$ cat src/rtl/exec_pkg.sv
// ============================================================================
// Module : exec_pkg
// Brief  : Shared opcodes, FSM state type and product type for execute_unit.
// Rev    : 1.0
// ============================================================================
`default_nettype none

package exec_pkg;

    localparam logic [7:0] OP_ADD  = 8'h01;
    localparam logic [7:0] OP_SUB  = 8'h29;
    localparam logic [7:0] OP_AND  = 8'h21;
    localparam logic [7:0] OP_OR   = 8'h09;
    localparam logic [7:0] OP_XOR  = 8'h31;
    localparam logic [7:0] OP_MOV  = 8'h89;
    localparam logic [7:0] OP_GRP3 = 8'hF7;

    localparam logic [2:0] EXT_MUL = 3'd4;
    localparam logic [3:0] REG_RAX = 4'd0;

    typedef enum logic {
        ST_IDLE = 1'b0,
        ST_MUL  = 1'b1
    } state_t;

    typedef logic [127:0] prod_t;

    function automatic logic is_mul_op(input logic [7:0] op, input logic [2:0] ext);
        return (op == OP_GRP3) && (ext == EXT_MUL);
    endfunction

endpackage

`default_nettype wire

$ cat src/rtl/execute_unit_mul64_iter.sv
// ============================================================================
// Module : mul64_iter
// Brief  : Iterative unsigned 64x64 shift-add multiplier, one bit per step.
// Rev    : 1.0
// ============================================================================
`default_nettype none

module mul64_iter
    import exec_pkg::*;
(
    input  logic        clk,
    input  logic        resetN,
    input  logic        i_start,
    input  logic        i_step,
    input  logic [63:0] i_a,
    input  logic [63:0] i_b,
    output logic        o_done,
    output prod_t       o_product
);

    logic [63:0] r_mcand;
    prod_t       r_acc;
    logic [5:0]  r_cnt;
    logic [64:0] w_sum;
    prod_t       w_acc_next;

    // Upper half accumulates, lower half holds the not-yet-consumed multiplier
    // bits; both shift right together so the product ends up in r_acc.
    assign w_sum      = {1'b0, r_acc[127:64]} + (r_acc[0] ? {1'b0, r_mcand} : 65'd0);
    assign w_acc_next = {w_sum, r_acc[63:1]};

    assign o_done    = (r_cnt == 6'd63);
    assign o_product = w_acc_next;

    always_ff @(posedge clk or negedge resetN) begin
        if (!resetN) begin
            r_mcand <= 64'd0;
            r_acc   <= '0;
            r_cnt   <= 6'd0;
        end else if (i_start) begin
            r_mcand <= i_a;
            r_acc   <= {64'd0, i_b};
            r_cnt   <= 6'd0;
        end else if (i_step) begin
            r_acc   <= w_acc_next;
            r_cnt   <= r_cnt + 6'd1;
        end
    end

endmodule

`default_nettype wire

$ cat src/rtl/execute_unit.sv
// ============================================================================
// Module : execute_unit
// Brief  : Execute stage: single-cycle ALU ops, iterative MUL, result register.
// Rev    : 1.0
// ============================================================================
`default_nettype none

module execute_unit
    import exec_pkg::*;
(
    input  logic        clk,
    input  logic        resetN,
    input  logic        validIn,
    input  logic [7:0]  opcodeIn,
    input  logic [2:0]  extendedOpcodeIn,
    input  logic [63:0] operandVal1In,
    input  logic [63:0] operandVal2In,
    input  logic [3:0]  destRegIn,
    input  logic        readyIn,
    output logic        stallOut,
    output logic        resultValidOut,
    output logic [63:0] resultOut,
    output logic [63:0] resultHighOut,
    output logic        resultHighValidOut,
    output logic [3:0]  destRegOut,
    output logic        zeroFlagOut,
    output logic        illegalOut
);

    state_t      r_state;
    state_t      w_state_next;
    logic        r_valid;
    logic [63:0] r_res;
    logic [63:0] r_res_hi;
    logic        r_hi_valid;
    logic [3:0]  r_dest;
    logic        r_zf;
    logic        r_ill;

    logic        w_stall;
    logic        w_accept;
    logic        w_is_mul;
    logic        w_mul_start;
    logic        w_mul_step;
    logic        w_mul_done;
    logic        w_mul_finish;
    prod_t       w_product;
    logic [63:0] w_alu_res;
    logic        w_alu_ill;

    assign w_stall      = (r_state == ST_MUL) || (r_valid && !readyIn);
    assign w_accept     = validIn && !w_stall;
    assign w_is_mul     = is_mul_op(opcodeIn, extendedOpcodeIn);
    assign w_mul_start  = w_accept && w_is_mul;
    // The last step is held back while an unretired result occupies the register.
    assign w_mul_step   = (r_state == ST_MUL) && !(w_mul_done && r_valid && !readyIn);
    assign w_mul_finish = w_mul_step && w_mul_done;

    mul64_iter u_mul (
        .clk       (clk),
        .resetN    (resetN),
        .i_start   (w_mul_start),
        .i_step    (w_mul_step),
        .i_a       (operandVal1In),
        .i_b       (operandVal2In),
        .o_done    (w_mul_done),
        .o_product (w_product)
    );

    always_comb begin
        w_alu_res = 64'd0;
        w_alu_ill = 1'b0;
        case (opcodeIn)
            OP_ADD:  w_alu_res = operandVal1In + operandVal2In;
            OP_SUB:  w_alu_res = operandVal1In - operandVal2In;
            OP_AND:  w_alu_res = operandVal1In & operandVal2In;
            OP_OR:   w_alu_res = operandVal1In | operandVal2In;
            OP_XOR:  w_alu_res = operandVal1In ^ operandVal2In;
            OP_MOV:  w_alu_res = operandVal2In;
            default: w_alu_ill = 1'b1;
        endcase
    end

    always_comb begin
        w_state_next = r_state;
        case (r_state)
            ST_IDLE: if (w_mul_start)  w_state_next = ST_MUL;
            ST_MUL:  if (w_mul_finish) w_state_next = ST_IDLE;
            default: w_state_next = ST_IDLE;
        endcase
    end

    always_ff @(posedge clk or negedge resetN) begin
        if (!resetN) begin
            r_state <= ST_IDLE;
        end else begin
            r_state <= w_state_next;
        end
    end

    always_ff @(posedge clk or negedge resetN) begin
        if (!resetN) begin
            r_valid    <= 1'b0;
            r_res      <= 64'd0;
            r_res_hi   <= 64'd0;
            r_hi_valid <= 1'b0;
            r_dest     <= 4'd0;
            r_zf       <= 1'b0;
            r_ill      <= 1'b0;
        end else if (w_mul_finish) begin
            r_valid    <= 1'b1;
            r_res      <= w_product[63:0];
            r_res_hi   <= w_product[127:64];
            r_hi_valid <= 1'b1;
            r_dest     <= REG_RAX;
            r_zf       <= (w_product[63:0] == 64'd0);
            r_ill      <= 1'b0;
        end else if (w_accept && !w_is_mul) begin
            r_valid    <= 1'b1;
            r_res      <= w_alu_res;
            r_res_hi   <= 64'd0;
            r_hi_valid <= 1'b0;
            r_dest     <= destRegIn;
            r_zf       <= (w_alu_res == 64'd0);
            r_ill      <= w_alu_ill;
        end else if (r_valid && readyIn) begin
            r_valid    <= 1'b0;
            r_hi_valid <= 1'b0;
        end
    end

    assign stallOut           = w_stall;
    assign resultValidOut     = r_valid;
    assign resultOut          = r_res;
    assign resultHighOut      = r_res_hi;
    assign resultHighValidOut = r_hi_valid;
    assign destRegOut         = r_dest;
    assign zeroFlagOut        = r_zf;
    assign illegalOut         = r_ill;

endmodule

`default_nettype wire

$ cat config.mk
export PLATFORM = sky130hd
export DESIGN_NAME = execute_unit
export DESIGN_NICKNAME = d
export VERILOG_FILES = /design/src/rtl/exec_pkg.sv /design/src/rtl/execute_unit_mul64_iter.sv /design/src/rtl/execute_unit.sv
export SDC_FILE = /design/constraint.sdc
export NUM_CORES = 1
export LEC_CHECK = 0
export BUFFER_PORTS_ARGS = -buffer_cell sky130_fd_sc_hd__buf_4
export CORE_AREA = 3 3 244 246
export CTS_CLUSTER_DIAMETER = 50
export DETAILED_ROUTE_END_ITERATION = 8
export DIE_AREA = 0 0 247 249
export SYNTH_ARGS = -nofsm -noshare
export SYNTH_HDL_FRONTEND = slang
export SYNTH_SLANG_ARGS = --single-unit
$ cat constraint.sdc
create_clock -name clk -period 4.39 [get_ports clk]
set_input_delay 1.0975 -clock clk [delete_from_list [all_inputs] [get_ports clk]]
set_output_delay 1.0975 -clock clk [all_outputs]
set_load 0.01 [all_outputs]
### Word level (Yosys, flattened, before mapping)

Cells that the tools add are included.

| storage, ports and cells | value |
|---|---|
| flip-flop bits (word level) | 335 |
| latch bits | 0 |
| bits in writable memories | 0 |
| ROM bits | 0 |
| bits of input ports | 147 |
| logic and storage cells | 74 |
| memories kept | 0 |

| cells by class | value |
|---|---|
| add/sub/neg operators | 4 |
| multipliers | 0 |
| divide/modulo/power cells | 0 |
| order comparisons | 0 |
| equality and inequality tests | 9 |
| shift operators | 0 |
| muxes and demuxes | 25 |
| bitwise logic cells | 4 |
| reductions and logical operators | 21 |

Operators with widths:

| kind | count |
|---|---|
| case mux 64 bit (6 select lines) | 1 |
| 2-to-1 mux 64 bit | 5 |
| 2-to-1 mux 128 bit | 2 |
| logical NOT 64 bit | 2 |
| adder 64 x 65 -> 65 bit | 1 |
| adder 64 bit | 1 |
| bitwise AND 64 bit | 1 |
| bitwise OR 64 bit | 1 |
| subtractor 64 bit | 1 |
| XOR 64 bit | 1 |
| equality test 8 x 6 -> 1 bit, second input constant | 3 |
| equality test 8 bit, second input constant | 2 |
| 2-to-1 mux 1 bit | 12 |
| 2-to-1 mux 6 bit | 2 |
| logical AND 1 bit | 10 |
| equality test 8 x 1 -> 1 bit, second input constant | 1 |
| equality test 8 x 4 -> 1 bit, second input constant | 1 |
| 2-to-1 mux 4 bit | 2 |
| adder 6 x 1 -> 6 bit, second input constant | 1 |
| equality test 6 bit, second input constant | 1 |
| OR reduction 6 bit | 1 |
| logical NOT 1 bit | 4 |
| nonzero test 2 bit | 2 |
| equality test 3 bit, second input constant | 1 |
| 4 further kinds | 4 |

### Longest topological paths before layout

| depth | value |
|---|---|
| depth after elaboration | 8 |
| gate-level depth with buffers | 26 |
| depth with buffers taken out | 26 |

### Modules after synthesis

Synthesis repeated with hierarchy kept, for this count alone.

| unflattened totals | value |
|---|---|
| cells, all modules | 3330 |
| area total of the unflattened synthesis | 28029.4 µm² |

Modules (own cells, without submodules):

| module | instances | cells an instance | area each (µm²) | seq. area each (µm²) |
|---|---|---|---|---|
| execute_unit | 1 | 1940 | 14996.9 | 3428.3 |
| mul64_iter | 1 | 1390 | 13032.5 | 4954.8 |

### Worst setup path after synthesis

No wires, ideal clock.

| path | value |
|---|---|
| kind | in2reg |
| from | input port operandVal2In[10] |
| to | register r_zf (netlist: zeroFlagOut) |
| arrival | 6.185 ns |
| required time | 4.295 ns |
| path slack | -1.891 ns |
| stages | 22 |
| buffers on the path | 0 |
| cell sequence | or4_4 -> nor4_4 -> nand4_2 -> or4_4 -> nor3b_4 -> nand3_4 -> nor3_1 -> a21o_1 -> xnor2_1 -> ha_1 -> and2_1 -> nand2_1 -> or4_1 -> o22ai_1 -> o211ai_1 -> a31o_2 -> o41ai_1 -> xnor2_1 -> o21ai_0 -> nor4b_1 -> nand4_1 -> o31ai_1 |

| on the way | value |
|---|---|
| word-level cells in the longest chain between the ends | 5 |
| elaborated cells between the ends (all ways) | 9 |
| those cells by class | add/sub (2); mux (3); bitwise (3); reduce/logical (1) |

RTL lines:

| what | RTL line | text |
|---|---|---|
| from (decl) | execute_unit.sv:17 | `input logic [63:0] operandVal2In,` |
| subtractor 64 bit, or another cell as far along | execute_unit.sv:75 | `OP_SUB: w_alu_res = operandVal1In - operandVal2In;` |
| case mux 64 bit (6 select lines) (*) | execute_unit.sv:73 | `case (opcodeIn)` |
| logical NOT 64 bit (*) | execute_unit.sv:124 | `r_zf <= (w_alu_res == 64'd0);` |
| 2-to-1 mux 1 bit (*) | execute_unit.sv:118 | `end else if (w_accept && !w_is_mul) begin` |
| 2-to-1 mux 1 bit (*) | execute_unit.sv:110 | `end else if (w_mul_finish) begin` |
| to (signal assigned) | execute_unit.sv:116 | `r_zf <= (w_product[63:0] == 64'd0);` |
| to (signal assigned) | execute_unit.sv:124 |  |
| to (decl) | execute_unit.sv:37 | `logic r_zf;` |

Every way passes the cells marked *; elsewhere a longest branch is shown, timed or not. The select of a mux whose other input is x is not followed.
A chain may end at the register's enable or synchronous reset.

### Final worst setup path

| path | value |
|---|---|
| from | input port operandVal2In[4] |
| to | register r_zf (netlist: zeroFlagOut) |

The elaborated chain is that of the path after synthesis.

==> run metrics <==
ys flop type=dfrtp_1; Max clock buf depth=3; count leader, synth=nand2_1; worst-case vdd ir drop=around 0.33 mV; drt drc=0; routed vias=29293; first-pass GRT wire length=about 180000 um; # port buffers=~280; initial antenna violation count=9; Seq/Total Area, Yosys=0.317; Initial DRC Count=3000; asr flop ratio synth=1.00; synth warn=0; core area=around 58000 um^2; Core Util, Final=0.675; clock sinks=~340; final critical-path share of the clock period=1.38; power density cells=~260 nW/um^2; Boundary Pins=between 200 and 300; critical path class=primary input to flip-flop; EDFF count, synth=0; Layout Skew=approximately 0.020 ns; final slew viol count=0; H-Tree Depth=2; Min-Delay Path Class=flip-flop to flip-flop; finished layout cell area=around 39000 um^2; Layout area overhead=46.8%; grt total ovfl=0; crit-path max cell delay=between 0.5 and 0.6 ns; gate count after technology mapping=a little over 3000; fin crit period=approximately 6 ns; Setup Slack @ Placement=-2.63 ns; pin count of the biggest net entering global routing=between 80 and 90; setup ws final=-1.67 ns; routability cong.=around 1; DP Wirelength=between 80000 and 90000 um; unrepaired setup endpoints after global routing=yes; Worst Tran Pin Value=between 1 and 1.5 ns; die width=247 um; later-pin clock latency in the skew report=0.62 ns; failing checks=setup timing; Synth Net Count=~3500; Hold Slack=between 0.4 and 0.5 ns; Worst EP required=4.91 ns; commonest cells in the netlist=nand2_1 (350), dfrtp_1 (335), ha_1 (257), o21ai_0 (242), a21oi_1 (190); Num CTS Buffers=49; top-area cell type share of the netlist area=0.317; root buffer cell=clkbuf_16; family with the most delay on the worst path=simple AND/OR/NAND/NOR gates; Max-Cap Viols=0; die area=between 60000 and 70000 um^2; Leak Pwr=19.5 nW; layout cell share with drive strength beyond 1=0.378; fmax=~160 MHz; max_slew headroom=0.120; GRT Util Overall=0.371; clock-pin transition on the worst setup and hold timing paths=0.06 ns; DR WL/cell=24.6 um; Setup crit start kind=primary input; total wire length=118000 um; Crit path arrival time=~6.6 ns; CP endpoint kind=flip-flop; register area=about 8400 um^2; Synth Register Bits=335; crit-path max FO=4; vias in the first global route=~29000; Net count, final=about 4400; Cell variety after synth=between 80 and 90; fillers=~4600; Cell Area, Synth=26500 um^2; outcome=complete, but fails checks; TritonRoute pass-1 iters=6; Core Rows=88; synth top area cells=dfrtp_1 (32%), ha_1 (12%), nand2_1 (5.0%), o21ai_0 (4.6%), xnor2_1 (4.5%); TritonCTS clock tree=built; Placement Cell Area=about 34000 um^2; Initial Utilization=0.460; chip height=249 um; DRT antenna net count=0; syn avg cell area=approximately 8.6 um^2; Via-to-Cell Ratio=roughly 6.1; multi-input logic area=between 15000 and 20000 um^2; Final setup violation count=42; most frequent CP cell=buf_4; WP buf/inv=9; slowest CP cell=o21ai_1; Yosys top cell by area=dfrtp_1; Final Hold Fails=0
-- worst register-to-register path, stage by stage (launching register included) --
cell,delay (ns)
dfrtp_1,0.39
nand2b_1,0.13
nand3b_1,0.20
or2_2,0.36
a211oi_1,0.43
nand4_1,0.31
nor4_2,0.60
buf_4,0.20
nand4_1,0.13
nor4_1,0.31
nand4_1,0.16
buf_4,0.18
nor4_4,0.34
buf_4,0.17
nand4_1,0.09
o31ai_1,0.20
-- path summary, 6_finish.rpt --
| kind | from | endpoint | slack, ns | depth (start not counted) |
|---|---|---|---|---|
| worst max-delay path | operandVal2In[4] | zeroFlagOut$_DFFE_PN0P_ | -1.67 | 26 |
| worst min-delay path | u_mul.r_acc[96]$_DFFE_PN0P_ | u_mul.r_acc[96]$_DFFE_PN0P_ | 0.49 | 2 |
| worst max register to register | resultValidOut$_DFFE_PN0P_ | zeroFlagOut$_DFFE_PN0P_ | 0.09 | 15 |
| worst min register to register | u_mul.r_acc[96]$_DFFE_PN0P_ | u_mul.r_acc[96]$_DFFE_PN0P_ | 0.49 | 2 |
| max in group asynchronous | resetN | u_mul.r_acc[54]$_DFFE_PN0P_ | 2.98 | 2 |
| min in group asynchronous | resetN | u_mul.r_acc[78]$_DFFE_PN0P_ | 0.51 | 1 |
-- per-layer routing --
metal	vias up	GRT usage	share of wire
met3	251	0.0769	0.097
met4	6	0.114	0.031
met2	1492	0.562	0.44
met1	14444	0.530	0.44
li1	13100	-	-
met5	-	0	0.00032
-- area by class of cell --
| type | count | area share |
|---|---|---|
| Timing Repair Buffer | 1033 | 0.212 |
| Tap cell | 765 | 0.0246 |
| Inverter | 167 | 0.0162 |
| Clock buffer | 56 | 0.0335 |
| Antenna cell | 2 | 0.000129 |
| Multi-Input combinational cell | 2401 | 0.485 |
| Clock inverter | 36 | 0.0128 |
| Sequential cell | 335 | 0.216 |
-- per-stage QoR --
step / instances / power [mW] / setup TNS, ns
finish: 4795 / 9.96 / -30.44
global route: 4793 / 10.3 / -36.05
CTS: 4754 / 9.79 / -25.13
detailed placement: 4612 / 5.26 / -69.16
global placement: 4612 / 5.24 / -68.80
floorplan: 3080 / 4.06 / -21.60
-- report_power, final --
group,internal [mW],switching [mW],leakage [nW]
registers,3.13,0.0363,4.65
logic,1.15,1.34,14.0
clock network,2.57,1.74,0.863
-- registers in the layout, indices dropped and copies added (netlist names) --
signal	flops
destRegOut	4
illegalOut	1
r_state	1
resultHighOut	64
resultHighValidOut	1
resultOut	64
resultValidOut	1
u_mul.r_acc	128
u_mul.r_cnt	6
u_mul.r_mcand	64
zeroFlagOut	1
-- timing repair --
action,CTS,global route
setup buffers,65,55
cloned,0,0
resized for setup,273,180
pin swaps,132,128
endpoints found under the setup margin,55,71
hold endpoints to repair,0,0
hold buffers,0,0
-- logic make-up (layout without fill, tap and decap cells) --
logic type / Yosys count / after routing / share of synthesized area
AO/OA/AOI/OAI: 1013 / 1013 / 0.258
XOR/XNOR: 178 / 178 / 0.0589
adder cells (fa/ha/maj): 259 / 259 / 0.123
buffers and inverters: 344 / 1292 / 0.0516
flip-flops: 335 / 335 / 0.317
multiplexers: 77 / 77 / 0.0322
other: 0 / 2 / 0
AND/OR/NAND/NOR: 874 / 874 / 0.160
-- cell usage in the layout, fill, tap and decap left out, drive strengths merged, types with 9 or more instances in the layout --
| cell type | synthesis | routed |
|---|---|---|
| a211oi | 17 | 17 |
| a21o | 75 | 75 |
| a21oi | 190 | 190 |
| a221o | 23 | 23 |
| a221oi | 40 | 40 |
| a22o | 69 | 69 |
| a22oi | 145 | 145 |
| a31oi | 24 | 24 |
| and2 | 76 | 76 |
| and3 | 24 | 24 |
| buf | 22 | 1032 |
| clkbuf | 154 | 57 |
| clkinv | 0 | 9 |
| dfrtp | 335 | 335 |
| ha | 257 | 257 |
| inv | 167 | 182 |
| mux2 | 65 | 65 |
| mux2i | 12 | 12 |
| nand2 | 350 | 350 |
| nand2b | 25 | 25 |
| nand3 | 85 | 85 |
| nand4 | 47 | 47 |
| nor2 | 144 | 144 |
| nor2b | 16 | 16 |
| nor3 | 23 | 23 |
| nor4 | 30 | 30 |
| o211ai | 12 | 12 |
| o21a | 23 | 23 |
| o21ai | 244 | 244 |
| o21bai | 28 | 28 |
| o22ai | 24 | 24 |
| o31ai | 24 | 24 |
| o41ai | 12 | 12 |
| or3 | 12 | 12 |
| xnor2 | 135 | 135 |
| xor2 | 43 | 43 |
Note: power is estimated with default switching activity, not from simulation.
